[src/rtl/result_unloader.sv]
// Streams an N x N column-major result RAM out in row-major order through a
// 2-entry skid buffer with a valid/ready handshake, timing the unload.
module result_unloader #(
   parameter int N  = 8,
   parameter int DW = 19,
   parameter int AW = 6
) (
   input  logic                 clk,
   input  logic                 rst_n,
   input  logic                 start,
   output logic                 rd_en,
   output logic [AW-1:0]        rd_addr,
   input  logic [DW-1:0]        rd_data,
   output logic [DW-1:0]        out_data,
   output logic                 out_valid,
   input  logic                 out_ready,
   output logic [$clog2(N)-1:0] out_row,
   output logic [$clog2(N)-1:0] out_col,
   output logic                 out_last,
   output logic                 busy,
   output logic                 done,
   output logic [10:0]          cycles
);

   localparam int CW = $clog2(N);
   localparam int NW = N * N;

   typedef enum logic [1:0] {IDLE, RUN, FLUSH} state_t;

   typedef struct packed {
      logic [DW-1:0] data;
      logic [CW-1:0] row;
      logic [CW-1:0] col;
      logic          last;
   } word_t;

   state_t        state, state_nxt;
   logic [AW-1:0] idx;
   logic [CW-1:0] iss_row, iss_col;
   logic          pend, pend_last;
   logic [CW-1:0] pend_row, pend_col;
   word_t         obuf [2];
   logic [1:0]    cnt;
   logic [2:0]    occ;
   logic          pop, issue, last_hs, wr_slot;

   // idx walks row-major; N is a power of two so row/col are plain bit fields
   assign iss_row   = idx[AW-1 -: CW];
   assign iss_col   = idx[CW-1:0];
   assign rd_addr   = {iss_col, iss_row};

   assign out_valid = (cnt != 2'd0);
   assign out_data  = obuf[0].data;
   assign out_row   = obuf[0].row;
   assign out_col   = obuf[0].col;
   assign out_last  = obuf[0].last;
   assign busy      = (state != IDLE);

   always_comb begin
      pop       = out_valid && out_ready;
      occ       = {1'b0, cnt} + {2'b00, pend};
      // buffered + in-flight - pop must stay below 2 before another read issues
      issue     = (state == RUN) && (occ < (pop ? 3'd3 : 3'd2));
      last_hs   = pop && obuf[0].last;
      wr_slot   = (cnt == 2'd2) || ((cnt == 2'd1) && !pop);
      rd_en     = issue;
      state_nxt = state;
      case (state)
         IDLE:    if (start) state_nxt = RUN;
         RUN:     if (last_hs) state_nxt = IDLE;
                  else if (issue && (idx == AW'(NW - 1))) state_nxt = FLUSH;
         FLUSH:   if (last_hs) state_nxt = IDLE;
         default: state_nxt = IDLE;
      endcase
   end

   always_ff @(posedge clk or negedge rst_n) begin
      if (!rst_n) state <= IDLE;
      else        state <= state_nxt;
   end

   always_ff @(posedge clk or negedge rst_n) begin
      if (!rst_n) begin
         idx       <= '0;
         pend      <= 1'b0;
         pend_row  <= '0;
         pend_col  <= '0;
         pend_last <= 1'b0;
      end else begin
         if (state == IDLE && start) idx <= '0;
         else if (issue)             idx <= idx + AW'(1);
         pend      <= issue;
         pend_row  <= iss_row;
         pend_col  <= iss_col;
         pend_last <= (idx == AW'(NW - 1));
      end
   end

   // Head is always obuf[0]; a pop shifts, the returning read lands behind it
   always_ff @(posedge clk or negedge rst_n) begin
      if (!rst_n) begin
         obuf[0] <= '0;
         obuf[1] <= '0;
         cnt     <= 2'd0;
      end else begin
         if (pop)  obuf[0] <= obuf[1];
         if (pend) obuf[wr_slot] <= {rd_data, pend_row, pend_col, pend_last};
         cnt <= cnt + {1'b0, pend} - {1'b0, pop};
      end
   end

   always_ff @(posedge clk or negedge rst_n) begin
      if (!rst_n) begin
         done   <= 1'b0;
         cycles <= '0;
      end else begin
         done <= last_hs;
         if (state == IDLE && start)                   cycles <= '0;
         else if (state != IDLE && cycles != 11'h7FF) cycles <= cycles + 11'd1;
      end
   end

endmodule

[config.mk]
export PLATFORM = sky130hd
export DESIGN_NAME = result_unloader
export DESIGN_NICKNAME = d
export VERILOG_FILES = /design/src/rtl/result_unloader.sv
export SDC_FILE = /design/constraint.sdc
export NUM_CORES = 1
export LEC_CHECK = 0
export ABC_AREA = 1
export CAP_MARGIN = 15
export CORE_UTILIZATION = 57
export DETAILED_ROUTE_END_ITERATION = 10
export PLACE_DENSITY = 0.93
export SLEW_MARGIN = 5
export SYNTH_ARGS = -nofsm -noshare
export SYNTH_HDL_FRONTEND = slang
export SYNTH_SLANG_ARGS = --single-unit
[constraint.sdc]
create_clock -name clk -period 4.8 [get_ports clk]
set_input_delay 0.96 -clock clk [delete_from_list [all_inputs] [get_ports clk]]
set_output_delay 0.96 -clock clk [all_outputs]
set_load 0.1 [all_outputs]
==> summary.txt, run 1 <==
Logic synthesis
  • Cell count after synthesis: roughly 470
  • Post-synthesis simple-gate area fraction: 0.226
  • Syn_area_per_cell: roughly 8.4 um^2
  • Top cell type's share of synthesized area: 0.522
  • Synth Net Count: 496
  • Netlist cell types: 27
  • Largest family of logic cells by synthesized area: simple AND/OR/NAND/NOR gates
  • Synth Area in Compound Gates: 0.0932
  • Sequential share of the synthesized area: 0.522
  • Area of the mapped netlist: 0.00393 mm^2
  • Largest cells by area after synthesis: dfrtp_1, nand2_1, buf_4
  • Top cell type by total area after synthesis: dfrtp_1
  • Multiplexer area fraction after synthesis: 0
  • Synth Warn #: 0
  • Post-Synth Adder-Cell Area: 0.0191
  • XOR/XNOR Fraction of Synth Area: 0.0156
  • Post-synthesis register bit count: a little over 80

Drt
  • Post-Route WL: about 8000 um
  • Vias per cell: roughly 5.3
  • Routed Antenna Nets: 0
  • DR DRC count: 0
  • Vias: about 3100
  • Initial drt markers: approximately 210
  • DR pass1 iterations: 4
  • DR WL/cell: 13.4 um

Place
  • Worst slack at placement: 1520 ps
  • Placer Congestion: slightly above 0.8
  • Count of input and output buffers: just under 70
  • Post-DP HPWL: approximately 5300 um
  • Placed cell area: between 0.004 and 0.005 mm^2

Cells and area
  • Area grow syn2layout: 18.2%
  • Fin util: 0.716
  • NumNets Final: roughly 540
  • Layout cells sized above 1: 0.0802
  • Cell area after layout: ~0.0046 mm^2
  • ANT cells: 0

Worst setup path
  • CP Launch Type: input pin
  • Most used cell, CP: nand2_1
  • Arrival time worst endpoint: 2330 ps
  • CP top delay family: buffers and inverters
  • Crit-path max FO: 8
  • Slowest stage delay, CP: about 530 ps
  • CP Class: in -> out
  • FF-to-FF Start: cnt[1]
  • WP buf/inv: 3
  • Crit. End Element: output pin
  • CP startpoint: out_ready
  • Worst path slowest cell: clkdlybuf4s50_1
  • WP data required: 3840 ps
  • CP Cell Sequence: clkdlybuf4s50_1 > nand3_1 > nand2_1 > nand2_1 > inv_1 > buf_4

Clock network
  • H-tree depth: 3
  • # resized after CTS: 0
  • Cts bufs inserted: 9
  • # Post-CTS Setup Buffers: 0
  • Clk root buf: clkbuf_8
  • Hold_buf cts: 0
  • CTS tree: yes
  • Largest buffer count on any clock path: 2
  • Clk sink count: between 80 and 90
  • Worst-path clk slew: about 80 ps
  • Worst-Skew Late Latency: around 350 ps

Floorplan
  • Num rows: 29
  • Die height: 85.1 um
  • Ports: 70
  • Die width: about 85 um
  • CORE AREA: 0.00649 mm^2
  • Die ar.: between 0.007 and 0.008 mm^2
  • Initial Util: 0.605

GRT
  • Largest net degree at the start of global routing: just over 80
  • First-pass GRT wire length: around 14000 um
  • GRT Total Usage: 0.239
  • Vias in the first global route: between 3000 and 4000
  • Initial antenna violation count: 0
  • Grt ovf: 0

Timing
  • Unrepaired setup endpoints after global routing: no
  • FMAX: a little over 300 MHz
  • Worst Tran Pin Value: around 1000 ps
  • Final setup viols: 0
  • Slew HR: 0.339
  • Max Slew Vio Count: 0
  • Fin crit period: ~3300 ps
  • Setup TNS: 0 ps
  • Worst setup margin: 1510 ps
  • Final hold vios: 0
  • Skew final: 13.5 ps
  • Final period util: 0.685

Run status
  • Status: complete, no violations

Run
  • MaxCap Viol Count: 0

Min path
  • Hold Crit Class: reg -> reg
  • Hold Startpoint: idx[1]
-- cells in the mapped netlist --
cell / count
nor3_1: 1
xnor2_1: 3
o211ai_1: 1
nand3_2: 1
clkinv_2: 1
a31oi_1: 25
nand3_1: 25
buf_2: 11
o21ai_0: 26
o21ai_2: 2
ha_1: 6
nor2_1: 40
clkbuf_1: 4
dfrtp_1: 82
nand4_1: 5
nand2_2: 7
o21ai_1: 8
nand2_1: 128
xor2_1: 4
inv_2: 6
nor2_4: 1
buf_8: 1
nor2_8: 1
a21o_1: 2
buf_4: 26
nor2_2: 2
inv_1: 48
-- cell type report --
cell class,count,area (um^2)
multi-input combinational,288,1400
tap,77,96.3
inverter,55,208
timing repair buffer,70,693
clock buffer,10,138
fill,465,1850
sequential,82,2050
clock inverter,6,65.1
-- metrics by stage --
step / hold WS (ps) / cells
after global placement: 466 / 572
after floorplan: 453 / 467
after CTS: 493 / 588
after global routing: 518 / 588
after detailed placement: 475 / 572
final: 486 / 588
-- cells in the final DEF (no fill, tap or decap) --
| master | count |
|---|---|
| o211ai_1 | 1 |
| clkbuf_8 | 10 |
| clkdlybuf4s50_1 | 67 |
| bufinv_16 | 1 |
| ha_1 | 6 |
| nand2_1 | 128 |
| o21ai_2 | 2 |
| nor2_4 | 1 |
| inv_6 | 1 |
| nor2_1 | 40 |
| xor2_1 | 4 |
| clkinvlp_4 | 1 |
| nand3_1 | 24 |
| nor2_8 | 1 |
| nor2_2 | 2 |
| dfrtp_1 | 82 |
| clkinv_2 | 3 |
| inv_1 | 48 |
| inv_2 | 6 |
| o21ai_1 | 8 |
| nand4_1 | 5 |
| clkinv_4 | 1 |
| a31oi_1 | 25 |
| xnor2_1 | 3 |
| nand3_2 | 2 |
| nand2_2 | 7 |
| a21o_1 | 2 |
| buf_4 | 3 |
| nor3_1 | 1 |
| o21ai_0 | 26 |
-- kinds of logic after synthesis --
group	Yosys count
adder cells (fa/ha/maj)	6
flip-flops	82
XOR/XNOR	7
AND/OR/NAND/NOR	211
buffers and inverters	97
AO/OA/AOI/OAI	64
-- path summary, 6_finish.rpt --
check,end,cells after the start,slack (ps)
min,pend_col[1],0,490
min reg2reg,pend_col[1],0,490
max reg2reg,cnt[1],9,2420
max in group asynchronous,asynchronous set/reset pin,1,3390
min in group asynchronous,out_data[3],1,760
max,rd_en,6,1510
-- per-layer routing --
layer	up-vias	part of all wire	track usage
li1	1537	-	-
met2	103	0.49	0.400
met1	1457	0.44	0.309
met3	12	0.056	0.0593
met5	-	0	0
met4	0	0.015	0.0770
Power of run 1 is left out: the tool's default activity adds up to more than one toggle a clock period on the data nets, which glitch-free logic cannot reach.
==> run 2, diff against run 1 <==
--- a/config.mk
+++ b/config.mk
@@ -7,9 +7,9 @@
 export LEC_CHECK = 0
 export ABC_AREA = 1
 export CAP_MARGIN = 15
-export CORE_UTILIZATION = 57
+export CORE_UTILIZATION = 53
 export DETAILED_ROUTE_END_ITERATION = 10
-export PLACE_DENSITY = 0.93
+export PLACE_DENSITY = 0.87
 export SLEW_MARGIN = 5
 export SYNTH_ARGS = -nofsm -noshare
 export SYNTH_HDL_FRONTEND = slang
==> constraint.sdc (replaced) <==
create_clock -name clk -period 3.15 [get_ports clk]
set_input_delay 0.63 -clock clk [delete_from_list [all_inputs] [get_ports clk]]
set_output_delay 0.63 -clock clk [all_outputs]
set_load 0.1 [all_outputs]
==> run 2 against run 1 <==
Non-clock buffer count up 3. Routed wire length rose by 0.47%. Clock skew is 2.4 ps higher. Highest routed layer unchanged.
==> summary.txt, run 2 (synthesized netlist as in run 1, its figures left out) <==
Timing
  • FMAX: 387 MHz
  • Final setup viols: 0
  • Unrepaired setup endpoints after global routing: no
  • Setup TNS: 0 ps
  • Final hold vios: 0
  • Final period util: 0.820
  • Max Slew Vio Count: 0
  • Skew final: 15.9 ps
  • Worst Tran Pin Value: 996 ps
  • Slew HR: 0.336
  • Fin crit period: around 2600 ps
  • Hold slack: around 430 ps

Worst setup path
  • Slowest stage delay, CP: ~550 ps
  • FF-to-FF Start: cnt[1]
  • Arrival time worst endpoint: 1950 ps
  • Crit. End Element: output pin
  • CP Cell Sequence: clkdlybuf4s50_1 > nand3_1 > nand2_1 > nand2_1 > inv_1 > buf_12
  • R2R cell count: 3
  • CP top delay family: buffers and inverters
  • CP Launch Type: input pin
  • Stages on worst setup path: 6
  • Most used cell, CP: nand2_1
  • WP data required: ~2500 ps
  • Worst path slowest cell: clkdlybuf4s50_1
  • R2R Setup Slk: between 1000 and 1500 ps
  • WP buf/inv: 3
  • CP Class: in -> out
  • Crit-path max FO: 8

Place
  • Placer Congestion: 0.864
  • Placed cell area: roughly 0.0044 mm^2
  • Count of input and output buffers: between 60 and 70
  • Post-DP HPWL: roughly 5400 um

Floorplan
  • Die height: 88.1 um
  • Die ar.: 0.00777 mm^2
  • Ports: 70
  • Die width: slightly below 90 um
  • Num rows: 31
  • CORE AREA: a little over 0.007 mm^2
  • Initial Util: 0.545

Clock network
  • Hold_buf cts: 0
  • Largest buffer count on any clock path: 2
  • Clk sink count: roughly 80
  • CTS tree: yes
  • Cts bufs inserted: 9
  • # resized after CTS: 0
  • Clk root buf: clkbuf_8
  • # Post-CTS Setup Buffers: 0
  • H-tree depth: 3
  • Worst-path clk slew: 90 ps
  • Worst-Skew Late Latency: 350 ps

Drt
  • Vias per cell: about 5.0
  • DR WL/cell: 12.9 um
  • Vias: 3088
  • DR DRC count: 0
  • Initial drt markers: roughly 170
  • Routed Antenna Nets: 0
  • DR pass1 iterations: 4
  • Post-Route WL: between 7000 and 8000 um

Cells and area
  • ANT cells: 0
  • Filler Cell Count: between 600 and 700
  • Area grow syn2layout: 16.6%
  • Layout cells sized above 1: 0.173
  • NumNets Final: between 500 and 600
  • Commonest cells after routing, fill and taps aside: nand2_1, dfrtp_1, buf_4, inv_1, nor2_1
  • Commonest non-fill, non-tap cell in the layout: nand2_1
  • Cell area after layout: approximately 0.0046 mm^2

GRT
  • Initial antenna violation count: 0
  • GRT Total Usage: 0.224
  • Largest net degree at the start of global routing: 83
  • Grt ovf: 0
  • Vias in the first global route: about 3100
  • First-pass GRT wire length: between 10000 and 15000 um

Run status
  • Status: complete, no violations

Run
  • MaxCap Viol Count: 0

Min path
  • Hold Crit Class: in -> async
## run 2: cell count changes in the layout (fill, tap and decap cells not counted), sizes merged
cell,delta
clkdlybuf4s50,-46
clkinv,-2
bufinv,-1
clkinvlp,+1
buf,+49
inv,+2
## run 2: stage by stage
step	util	instances	worst slack, ps
3_5_place_dp	0.611	597	582
4_1_cts	0.635	613	570
3_3_place_gp	0.611	597	617
6_report	0.635	613	567
2_1_floorplan	-	467	672
5_1_grt	0.635	613	409
## run 2: worst max-delay path by stage
| stage | from | endpoint |
|---|---|---|
| 2_1_floorplan | cnt[1] | rd_en |
| 3_3_place_gp | out_ready | rd_en |
| 3_5_place_dp | out_ready | register |
| 4_1_cts | pend | rd_en |
| 5_1_grt | pend | rd_en |
| 6_report | out_ready | rd_en |
## run 2: area by class of cell
| cell class | instances | area [um^2] | share of cell area |
|---|---|---|---|
| clock buffer | 10 | 128 | 0.0278 |
| clock inverter | 6 | 50.0 | 0.0109 |
| tap | 99 | 124 | 0.0270 |
| inverter | 55 | 208 | 0.0453 |
| timing repair buffer | 73 | 626 | 0.136 |
| sequential | 82 | 2050 | 0.448 |
| multi-input combinational | 288 | 1400 | 0.305 |
## run 2: worst register-to-register path, delay by kind of cell (launching register included)
| family | cells | cell delay [ps] |
|---|---|---|
| DFF | 1 | 430 |
| and+or+nand+nor | 1 | 650 |
| AOI/OAI and AO/OA | 2 | 680 |
## run 2: layer usage
layer | vias up | routed length (um) | GRT usage
met5 | - | 0 | 0
met4 | 0 | 63 | 0.0836
met3 | 7 | 395 | 0.0528
met2 | 88 | 3860 | 0.381
met1 | 1460 | 3580 | 0.280
li1 | 1533 | - | -
Power of run 2 is left out for the same reason.
